`src/rtl/seq_divider_if.sv`:
```
// Start/busy/done handshake and operand/result bus between the ALU controller and seq_divider.
`timescale 1ns/1ps
interface seq_divider_if #(
  parameter int unsigned WIDTH = 16
);
  logic             start;
  logic [WIDTH-1:0] dividend;
  logic [WIDTH-1:0] divisor;
  logic             busy;
  logic             done;
  logic [WIDTH-1:0] quotient;
  logic [WIDTH-1:0] remainder;
  logic             div_by_zero;

  modport master (
    output start, dividend, divisor,
    input  busy, done, quotient, remainder, div_by_zero
  );

  modport slave (
    input  start, dividend, divisor,
    output busy, done, quotient, remainder, div_by_zero
  );
endinterface

```
`src/rtl/seq_divider.sv`:
```
// Multi-cycle unsigned restoring divider, one quotient bit per clock, with a start/busy/done handshake.
`timescale 1ns/1ps
module seq_divider #(
  parameter int unsigned WIDTH = 16
) (
  input  logic          clk,
  input  logic          rst_n,
  seq_divider_if.slave  bus
);
  localparam int unsigned CW = $clog2(WIDTH);

  typedef enum logic [1:0] {IDLE, CALC, FIN} state_t;

  state_t           state_q, state_d;
  logic [WIDTH-1:0] q_q, q_d;
  logic [WIDTH-1:0] d_q, d_d;
  logic [WIDTH-1:0] r_q, r_d;
  logic [CW-1:0]    cnt_q, cnt_d;
  logic             zf_q, zf_d;
  logic [WIDTH-1:0] quo_q, quo_d;
  logic [WIDTH-1:0] rem_q, rem_d;
  logic             dbz_q, dbz_d;
  logic             done_q, done_d;

  logic [WIDTH:0]   rs, nd, t;
  logic             accept;

  // Stored remainder is always < D, so only the shifted value needs the extra bit.
  always_comb begin : sub_chain
    logic c;
    rs = {r_q, q_q[WIDTH-1]};
    nd = ~{1'b0, d_q};
    t  = '0;
    c  = 1'b1;
    for (int unsigned i = 0; i <= WIDTH; i++) begin
      t[i] = rs[i] ^ nd[i] ^ c;
      c    = (rs[i] & nd[i]) | (c & (rs[i] ^ nd[i]));
    end
  end

  always_comb begin
    state_d = state_q;
    q_d     = q_q;
    d_d     = d_q;
    r_d     = r_q;
    cnt_d   = cnt_q;
    zf_d    = zf_q;
    quo_d   = quo_q;
    rem_d   = rem_q;
    dbz_d   = dbz_q;
    done_d  = 1'b0;
    accept  = bus.start && (state_q != CALC);

    case (state_q)
      CALC: begin
        q_d   = {q_q[WIDTH-2:0], ~t[WIDTH]};
        r_d   = t[WIDTH] ? rs[WIDTH-1:0] : t[WIDTH-1:0];
        cnt_d = cnt_q - 1'b1;
        if (cnt_q == '0) state_d = FIN;
      end
      FIN: begin
        done_d  = 1'b1;
        quo_d   = q_q;
        rem_d   = r_q;
        dbz_d   = zf_q;
        state_d = IDLE;
      end
      default: ;
    endcase

    // A start taken in FIN still publishes the finishing result, including its zero flag.
    if (accept) begin
      q_d     = bus.dividend;
      d_d     = bus.divisor;
      r_d     = '0;
      cnt_d   = CW'(WIDTH - 1);
      zf_d    = 1'b0;
      state_d = CALC;
      if (state_q != FIN) dbz_d = 1'b0;
      if (bus.divisor == '0) begin
        q_d     = '1;
        r_d     = bus.dividend;
        zf_d    = 1'b1;
        state_d = FIN;
      end
    end
  end

  always_ff @(posedge clk or negedge rst_n) begin
    if (!rst_n) begin
      state_q <= IDLE;
      q_q     <= '0;
      d_q     <= '0;
      r_q     <= '0;
      cnt_q   <= '0;
      zf_q    <= 1'b0;
      quo_q   <= '0;
      rem_q   <= '0;
      dbz_q   <= 1'b0;
      done_q  <= 1'b0;
    end else begin
      state_q <= state_d;
      q_q     <= q_d;
      d_q     <= d_d;
      r_q     <= r_d;
      cnt_q   <= cnt_d;
      zf_q    <= zf_d;
      quo_q   <= quo_d;
      rem_q   <= rem_d;
      dbz_q   <= dbz_d;
      done_q  <= done_d;
    end
  end

  assign bus.busy        = (state_q == CALC);
  assign bus.done        = done_q;
  assign bus.quotient    = quo_q;
  assign bus.remainder   = rem_q;
  assign bus.div_by_zero = dbz_q;
endmodule

```
`src/flat_wrapper.sv`:
```
// flat-port wrapper written by rule: the top's interface ports become plain ports
module seq_divider_flat 
#(
  parameter int unsigned WIDTH = 16
)
  (clk, rst_n, bus_start, bus_dividend, bus_divisor, bus_busy, bus_done, bus_quotient, bus_remainder, bus_div_by_zero);
  seq_divider_if #(.WIDTH(WIDTH)) bus_i ();
  input  logic clk;
  input  logic rst_n;
  input wire logic [$bits(bus_i.start)-1:0] bus_start;
  input wire logic [$bits(bus_i.dividend)-1:0] bus_dividend;
  input wire logic [$bits(bus_i.divisor)-1:0] bus_divisor;
  output wire logic [$bits(bus_i.busy)-1:0] bus_busy;
  output wire logic [$bits(bus_i.done)-1:0] bus_done;
  output wire logic [$bits(bus_i.quotient)-1:0] bus_quotient;
  output wire logic [$bits(bus_i.remainder)-1:0] bus_remainder;
  output wire logic [$bits(bus_i.div_by_zero)-1:0] bus_div_by_zero;
  assign bus_i.start = bus_start;
  assign bus_i.dividend = bus_dividend;
  assign bus_i.divisor = bus_divisor;
  assign bus_busy = bus_i.busy;
  assign bus_done = bus_i.done;
  assign bus_quotient = bus_i.quotient;
  assign bus_remainder = bus_i.remainder;
  assign bus_div_by_zero = bus_i.div_by_zero;
  seq_divider #(.WIDTH(WIDTH)) u_core (.clk(clk), .rst_n(rst_n), .bus(bus_i));
endmodule
```
`config.mk`:
```
export PLATFORM = sky130hd
export DESIGN_NAME = seq_divider_flat
export DESIGN_NICKNAME = d
export VERILOG_FILES = /design/src/rtl/seq_divider_if.sv /design/src/rtl/seq_divider.sv /design/src/flat_wrapper.sv
export SDC_FILE = /design/constraint.sdc
export NUM_CORES = 1
export LEC_CHECK = 0
export BUFFER_PORTS_ARGS = -buffer_cell sky130_fd_sc_hd__buf_2
export CELL_PAD_IN_SITES_DETAIL_PLACEMENT = 1
export CELL_PAD_IN_SITES_GLOBAL_PLACEMENT = 1
export CORE_UTILIZATION = 45
export DETAILED_ROUTE_END_ITERATION = 7
export MAX_ROUTING_LAYER = met4
export PLACE_DENSITY_LB_ADDON = 0.1
export SKIP_CTS_REPAIR_TIMING = 1
export SLEW_MARGIN = 20
export SYNTH_ARGS = -nofsm -noshare
export SYNTH_HDL_FRONTEND = slang
export SYNTH_SLANG_ARGS = --single-unit
export TNS_END_PERCENT = 1
```
`constraint.sdc`:
```
create_clock -name clk -period 15.1 [get_ports clk]
set_clock_uncertainty 0.2 [all_clocks]
set_input_delay 0.755 -clock clk [delete_from_list [all_inputs] [get_ports clk]]
set_output_delay 0.755 -clock clk [all_outputs]
set_load 0.005 [all_outputs]
```
## Yosys cells after proc, flatten, opt, wreduce, memory -nomap -nowiden

Index checks and enable logic that the tools add are counted.

| operators by class | value |
|---|---|
| equal/unequal tests | 5 |
| add/sub/neg operators | 1 |
| bitwise logic cells | 83 |
| muxes and demuxes | 18 |
| reduce and logical (&&, ||, !) cells | 6 |

Operator list:

| kind | number |
|---|---|
| $mux W16 | 7 |
| $xor A1 B1 Y1 | 33 |
| $and A1 B1 Y1 | 31 |
| $not A16 Y17 | 1 |
| $logic_not A16 Y1 | 1 |
| $or A1 B1 Y1 | 16 |
| $mux W4 | 2 |
| $mux W2 | 3 |
| $mux W1 | 5 |
| $logic_not A4 Y1 | 1 |
| $pmux W2 S2 | 1 |
| $sub A4 B1 Y4 const B | 1 |
| $ne A3 B1 Y1 const B | 1 |
| $reduce_bool A3 Y1 | 1 |
| $eq A2 B1 Y1 const B | 1 |
| $eq A2 B2 Y1 const B | 1 |
| $ne A2 B1 Y1 const B | 1 |
| $ne A2 B2 Y1 const B | 1 |
| $not A1 Y1 | 2 |
| $reduce_and A2 Y1 | 1 |
| $reduce_bool A2 Y1 | 1 |
| $logic_and A1 B1 Y1 | 1 |

| word-level totals | value |
|---|---|
| register bits after elaboration | 89 |
| input bits | 35 |
| output and inout bits | 35 |
| word-level logic and storage cells | 123 |

## Longest topological paths before layout

Gate-level depths: netlist (run 1).

| logic depth | value |
|---|---|
| depth after elaboration | 37 |
| mapped depth | 24 |
| mapped depth without buffers | 23 |

## Least setup slack after synthesis (run 1)

OpenSTA, ideal clock, no wires.

| timing | value |
|---|---|
| path type | flip-flop to flip-flop |
| start point | reg u_core.q_q[15] |
| end point | reg u_core.r_q[1] |
| slack | 6.883 ns |
| path buffers | 1 |
| clock period less this slack | 8.217 ns |
| cell stages (with the launch flop) | 25 |
| arrival | 7.878 ns |
| cell sequence | dfrtp_1 > inv_1 > ha_1 > fa_1 > fa_1 > fa_1 > fa_1 > fa_1 > fa_1 > fa_1 > fa_1 > fa_1 > fa_1 > fa_1 > fa_1 > inv_1 > fa_1 > inv_1 > fa_1 > fa_1 > xnor2_1 > buf_2 > nand2_1 > o21ai_0 > a21oi_1 |

| between the ends | value |
|---|---|
| longest elaborated chain between the ends | 36 |
| elaborated cells between the ends (all ways) | 38 |

Ends and longest elaborated chain:

| item | RTL line | text |
|---|---|---|
| start, declared | seq_divider.sv:15 | `logic [WIDTH-1:0] q_q, q_d;` |
| start signal, assigned | seq_divider.sv:103 | `q_q <= q_d;` |
| $and A1 B1 Y1 / $xor A1 B1 Y1 (equally long branches) | seq_divider.sv:37 | `c = (rs[i] & nd[i]) \| (c & (rs[i] ^ nd[i]));` |
| $or A1 B1 Y1 (*) | seq_divider.sv:37 |  |
| $and A1 B1 Y1 | seq_divider.sv:37 |  |
| $or A1 B1 Y1 | seq_divider.sv:37 |  |
| $and A1 B1 Y1 | seq_divider.sv:37 |  |
| $or A1 B1 Y1 | seq_divider.sv:37 |  |
| $and A1 B1 Y1 | seq_divider.sv:37 |  |
| $or A1 B1 Y1 | seq_divider.sv:37 |  |
| [... 20 more ...] | - |  |
| $and A1 B1 Y1 | seq_divider.sv:37 |  |
| $or A1 B1 Y1 | seq_divider.sv:37 |  |
| $and A1 B1 Y1 | seq_divider.sv:37 |  |
| $or A1 B1 Y1 | seq_divider.sv:37 |  |
| $xor A1 B1 Y1 | seq_divider.sv:36 | `t[i] = rs[i] ^ nd[i] ^ c;` |
| $mux W16 (*) | seq_divider.sv:57 | `r_d = t[WIDTH] ? rs[WIDTH-1:0] : t[WIDTH-1:0];` |
| $mux W16 (*) | seq_divider.sv:54 | `case (state_q)` |
| $mux W16 (*) | seq_divider.sv:72 | `if (accept) begin` |
| end signal, assigned | seq_divider.sv:105 | `r_q <= r_d;` |
| end, declared | seq_divider.sv:17 | `logic [WIDTH-1:0] r_q, r_d;` |

Mark *: on every way between the ends. The rest lies on a longest branch, timed or not. The select of a mux whose other input is x is not followed.
A chain may end at the register's enable or synchronous reset.

## Final worst setup path (run 1)

| timing | value |
|---|---|
| start point | reg u_core.q_q[15] |
| end point | reg u_core.r_q[10] |

| between the ends | value |
|---|---|
| longest elaborated chain between the ends | 36 |
| elaborated cells between the ends (all ways) | 38 |

Ends and longest elaborated chain:

| item | RTL line |
|---|---|
| $and A1 B1 Y1 / $xor A1 B1 Y1 (equally long branches) | seq_divider.sv:37 |
| $or A1 B1 Y1 (*) | seq_divider.sv:37 |
| $and A1 B1 Y1 (*) | seq_divider.sv:37 |
| $or A1 B1 Y1 (*) | seq_divider.sv:37 |
| $and A1 B1 Y1 (*) | seq_divider.sv:37 |
| $or A1 B1 Y1 (*) | seq_divider.sv:37 |
| $and A1 B1 Y1 (*) | seq_divider.sv:37 |
| $or A1 B1 Y1 (*) | seq_divider.sv:37 |
| [... 20 more ...] | - |
| $and A1 B1 Y1 | seq_divider.sv:37 |
| $or A1 B1 Y1 | seq_divider.sv:37 |
| $and A1 B1 Y1 | seq_divider.sv:37 |
| $or A1 B1 Y1 | seq_divider.sv:37 |
| $xor A1 B1 Y1 | seq_divider.sv:36 |
| $mux W16 (*) | seq_divider.sv:57 |
| $mux W16 (*) | seq_divider.sv:54 |
| $mux W16 (*) | seq_divider.sv:72 |

Marked as above.

==> run_results.csv, run 1 <==
group,metric,value,unit
status,status,"finished clean",
final_layout,syn_to_final_growth,13.7,%
synth,synth_area_leaders,"dfrtp_1 52%, mux2_2 12%, fa_1 7.0%",
final_layout,final_layout_size_suffix_gt1_share,32.2,%
placed_design,gp_congestion,0.754,
timing,timing.final.ws_setup,6.30,ns
timing,post-route-min-period,8.80,ns
cts,clock-root-buffer,"clkbuf_8",
setup_path,crit_top_cell,"fa_1",
power_and_ir_drop,ir_drop,0.000114,V
global_route,grt_pass1_vias,3206,
setup_path,r2r_setup_slack,6.30,ns
synth,seq_area_frac_synth,51.5,%
timing,rsz0062_at_grt,"no",
timing,final-setup-viol-count,0,
timing,worst-slew-pin-transition,1.01,ns
drt,drtAntennaViolNets,0,
floorplanning,die_w,100,um
placed_design,numPortBuffers,69,
synth,ys_async_sr_fraction,100,%
global_route,grt.total_usage,21.9,%
floorplanning,core,0.00928,sq mm
setup_path,worstPathCellList,"inv_1 > ha_1 > fa_1 > fa_1 > fa_1 > fa_1 > fa_1 > fa_1 > fa_1 > fa_1 > fa_1 > fa_1 > fa_1 > fa_1 > inv_1 > fa_1 > inv_1 > fa_1 > fa_1 > xnor2_4 > o21ai_0 > a21oi_1",
floorplanning,dieArea,0.0100,sq mm
final_layout,final_common_cell,"dfrtp_1",
synth,syn_avg_cell_area,11.4,sq um
placed_design,placed_cells,554,
timing,finalMaxSlewViolations,0,
placed_design,dp.final_hpwl,6840,um
synth,synth-seq-cells,89,
synth,synth-edff-count,0,
timing,tns,0,ns
setup_path,end_kind,"flip-flop",
synth,yosys_most_used_dff,"dfrtp_1",
cts,clk_pin_slew,0.10,ns
synth,netlist_area,0.00432,sq mm
synth,yosys_warnings,0,
setup_path,max_stage_delay,0.66,ns
synth,synth_top_area_cell,"dfrtp_1",
power_and_ir_drop,powerDensity,225,mW/mm^2
global_route,grt_pass1_wl,16300,um
setup_path,arrival,8.88,ns
synth,synth_top_area_share,51.5,%
floorplanning,die_height,100,um
synth,synth_cells,379,
placed_design,post-place-ws,6.26,ns
drt,wire_per_inst,17.4,um
timing,slew_headroom,32.4,%
cts,clk_path_buf_depth,2,
timing,clock.fmax,0.114,GHz
final_layout,layout_common_cells,"89 x dfrtp_1, 68 x buf_2, 46 x mux2_2, 33 x nand2_1, 24 x inv_1",
global_route,grt_overflow_total,0,
floorplanning,initial_core_util,46.5,%
drt,wl,9890,um
timing,period_share,58.3,%
drt,routed_via_density,5.36,
cts,cts_tree,"yes",
drt,dr.pass1.iters,4,
drt,drt_iter0_drc,80,
global_route,grt_max_degree,75,
cts,cts_sinks,89,
final_layout,diodes,0,
run,cap_violations,0,
setup_path,cp-start-kind,"flip-flop",
cts,clock_latency,0.37,ns
setup_path,slowest_stage,"xnor2_4",
cts,numCtsBuffers,9,
global_route,antenna_found_initial,0,
setup_path,crit_fanout,32,
worst_hold_path,hold_path_class,"input pin to async pin",
cts,htreeDepth,3,
synth,synth.distinct_cells,27,
floorplanning,io_pins,70,
floorplanning,num_rows,35,
power_and_ir_drop,p_leak,2.19,nW
timing,finalHoldViolCount,0,
final_layout,fill_cells,1029,
drt,num_vias,3058,
setup_path,required,15.18,ns
drt,drc_errors,0,
setup_path,worstSetupPathType,"flip-flop to flip-flop",
final_layout,instances_no_fill,570,
synth,syn_nets,433,
final_layout,finish.net_count,490,
==> worst max-delay path: cells and delay by family (launching register included) <==
family / cells / cell delay, ns
flip-flops: 1 / 0.41
buffers and inverters: 3 / 0.22
adder cells (fa/ha/maj): 16 / 6.82
XOR/XNOR: 1 / 0.66
AO/OA/AOI/OAI: 2 / 0.43
==> per-stage QoR <==
step | cell area, sq um | util [%] | total power [mW] | hold WS [ns]
after global routing | 4910 | 52.9 | 1.21 | 0.206
after global placement | 4730 | 50.9 | 0.934 | 0.264
final | 4910 | 52.9 | 1.10 | 0.168
after CTS | 4910 | 52.9 | 1.12 | 0.183
after floorplan | 4320 | - | 0.797 | 0.248
after detailed placement | 4740 | 51.1 | 0.970 | 0.272
==> Yosys cell counts, types with 2 or more instances <==
master and number:
a22oi_2 2, o22ai_1 16, o21ai_0 16, a21oi_1 21
inv_1 24, ha_1 4, fa_1 15, mux2_1 3
mux2i_1 3, nand2_1 33, buf_6 4, dfrtp_1 89
mux2_2 46, nand2b_1 17, buf_2 11, nor3_1 5
nor2_1 15, xnor2_1 3, nand3_2 2, clkbuf_1 12
o21ai_1 16, a311oi_1 14, nor4_1 4
==> final cells by class <==
| class | instances | area (sq um) | share of cell area, % |
|---|---|---|---|
| Clock buffer | 10 | 128 | 2.60 |
| Clock inverter | 6 | 43.8 | 0.891 |
| Inverter | 24 | 90.1 | 1.83 |
| Multi-Input combinational cell | 238 | 1880 | 38.2 |
| Sequential cell | 89 | 2230 | 45.3 |
| Tap cell | 129 | 161 | 3.28 |
| Timing Repair Buffer | 74 | 385 | 7.84 |
==> metal layers <==
metal	up-vias	global-route usage (%)	share of wire, %
met5	-	-	0
met4	0	7.13	1.4
met3	14	3.27	3.1
met2	60	37.0	51
met1	1561	27.3	44
li1	1423	-	-
==> cell families after synthesis <==
group	Yosys count	synth area share (%)
buffers and inverters	52	5.53
flip-flops	89	51.5
adder cells (fa/ha/maj)	19	8.11
AO/OA/AOI/OAI	86	12.1
XOR/XNOR	3	0.608
AND/OR/NAND/NOR	78	8.66
multiplexers	52	13.5
==> state kept, by name, indices dropped and copies added (netlist names) <==
register,cells
u_core.bus.quotient,16
u_core.bus.remainder,16
u_core.d_q,16
u_core.q_q,16
u_core.r_q,16
u_core.cnt_q,4
u_core.state_q,2
u_core.bus.div_by_zero,1
u_core.bus.done,1
u_core.zf_q,1
==> path summary, 6_finish.rpt <==
check | startpoint | to | depth (start not counted)
max | u_core.q_q[15] | u_core.r_q[10] | 22
min | rst_n | u_core.bus.quotient[3] | 1
max reg2reg | u_core.q_q[15] | u_core.r_q[10] | 22
min reg2reg | u_core.zf_q | u_core.bus.div_by_zero | 2
max in group asynchronous | rst_n | u_core.q_q[0] | 2
min in group clk | u_core.zf_q | u_core.bus.div_by_zero | 2
==> where the power goes <==
group | switching, mW | leakage [nW] | internal, mW
registers | 0.0809 | 1.07 | 0.352
logic | 0.276 | 1.04 | 0.247
clock network | 0.0880 | 0.0866 | 0.0605
(Power assumes the default switching activity.)
==> run 2, diff against run 1 <==
- CORE_UTILIZATION: 45 -> 40
- clock period: 15.1 -> 7.1 ns (I/O delays scaled with it)
==> run_results.csv, run 2 (synthesized netlist as in run 1, its figures left out) <==
group,metric,value,unit
worst_hold_path,holdPathEnd,"u_core.d_q[8]",
final_layout,syn_to_final_growth,20.0,%
timing,tns,0,ns
cts,htreeDepth,3,
drt,routed_via_density,5.27,
floorplanning,io_pins,70,
drt,drtAntennaViolNets,0,
final_layout,register_area,0.00223,sq mm
placed_design,dp.final_hpwl,7220,um
floorplanning,dieArea,0.0112,sq mm
drt,wire_per_inst,18.1,um
cts,clock-root-buffer,"clkbuf_8",
final_layout,multi_input_area,0.00197,sq mm
power_and_ir_drop,ir_drop,0.000197,V
setup_path,max_stage_delay,0.41,ns
setup_path,slowest_stage,"fa_2",
status,status,"finished clean",
worst_hold_path,hold_start,"bus_divisor[8]",
final_layout,fill_cells,1158,
global_route,grt_max_degree,75,
final_layout,diodes,0,
global_route,grt_pass1_vias,3325,
drt,num_vias,3096,
timing,hold_slack,0.0168,ns
drt,dr.pass1.iters,4,
setup_path,arrival,7.00,ns
setup_path,worstSetupPathType,"flip-flop to flip-flop",
global_route,grt_pass1_wl,17400,um
timing,period_share,98.3,%
cts,cts_tree,"yes",
global_route,antenna_found_initial,0,
setup_path,cp-start-kind,"flip-flop",
timing,rsz0062_at_grt,"yes",
setup_path,r2r_cells,25,
cts,cts_sinks,89,
timing,post-route-min-period,6.98,ns
placed_design,gp_congestion,0.747,
timing,clock.fmax,0.143,GHz
setup_path,r2r_setup_slack,0.12,ns
timing,final-setup-viol-count,0,
power_and_ir_drop,powerDensity,529,mW/mm^2
floorplanning,die_w,106,um
final_layout,final_common_cell,"dfrtp_1",
final_layout,final_layout_size_suffix_gt1_share,40.1,%
worst_hold_path,hold_path_class,"input pin to flip-flop",
timing,finalHoldViolCount,0,
setup_path,critPathBufInv,5,
timing,finalMaxSlewViolations,0,
final_layout,final_util,49.8,%
floorplanning,initial_core_util,41.5,%
power_and_ir_drop,p_leak,2.28,nW
timing,slew_headroom,30.7,%
final_layout,finish.net_count,500,
setup_path,required,7.12,ns
floorplanning,core,0.0104,sq mm
final_layout,layout_common_cells,"89 x dfrtp_1, 68 x buf_2, 46 x mux2_2, 26 x nand2_1, 24 x o21ai_1",
timing,worst-slew-pin-transition,1.04,ns
cts,clock_latency,0.36,ns
cts,clk_path_buf_depth,2,
placed_design,numPortBuffers,69,
global_route,grt.total_usage,20.8,%
worst_hold_path,hold_depth,2,
setup_path,crit_family,"adder cells",
setup_path,end_kind,"flip-flop",
drt,wl,10600,um
floorplanning,num_rows,37,
run,cap_violations,0,
drt,drc_errors,0,
floorplanning,die_height,106,um
cts,numCtsBuffers,9,
cts,clk_pin_slew,0.09,ns
setup_path,rr_endpoint,"u_core.r_q[5]",
setup_path,worstReg2RegStart,"u_core.q_q[15]",
setup_path,crit_top_cell,"fa_2",
drt,drt_iter0_drc,125,
setup_path,crit_fanout,12,
global_route,grt_overflow_total,0,
==> run 2: layer usage <==
| metal | track usage (%) | vias to the layer above | share of wire [%] |
|---|---|---|---|
| met5 | - | - | 0 |
| met4 | 7.74 | 0 | 1.8 |
| met3 | 3.25 | 14 | 2.5 |
| met2 | 32.8 | 57 | 49 |
| met1 | 27.3 | 1574 | 46 |
| li1 | - | 1451 | - |
==> run 2: how the worst max path moves through the flow <==
stage,startpoint,to,slack (ns),cells past startpoint
2_1_floorplan,u_core.q_q[15],u_core.r_q[1],0.01,24
3_3_place_gp,u_core.q_q[15],u_core.r_q[10],-0.17,24
3_5_place_dp,u_core.d_q[0],u_core.r_q[13],-0.27,22
4_1_cts,u_core.d_q[0],u_core.r_q[13],-0.29,22
5_1_grt,u_core.d_q[0],u_core.r_q[9],-0.09,24
6_report,u_core.q_q[15],u_core.r_q[5],0.12,25
==> run 2: final cells by class <==
class                           count  area share [%]
Timing Repair Buffer               84            10.1
Inverter                           24            1.74
Clock buffer                       12            2.99
Tap cell                          136            3.28
Clock inverter                      4           0.989
Multi-Input combinational cell    238            38.0
Sequential cell                    89            43.0
==> run 2: metrics by stage <==
stage | power (mW) | area, sq um | setup slack, ns | instances
5_1_grt | 2.98 | 5180 | -0.0947 | 587
3_5_place_dp | 2.14 | 4820 | -0.271 | 566
3_3_place_gp | 2.08 | 4820 | -0.166 | 566
4_1_cts | 2.51 | 5020 | -0.287 | 582
6_report | 2.74 | 5180 | 0.120 | 587
2_1_floorplan | 1.73 | 4360 | 0.00958 | 379
==> run 2: power breakdown <==
group          internal [mW]  total, mW  switching, mW
sequential             0.749      0.932          0.183
clock                  0.182      0.365          0.183
combinational          0.750       1.45          0.695
total                   1.68       2.74           1.06
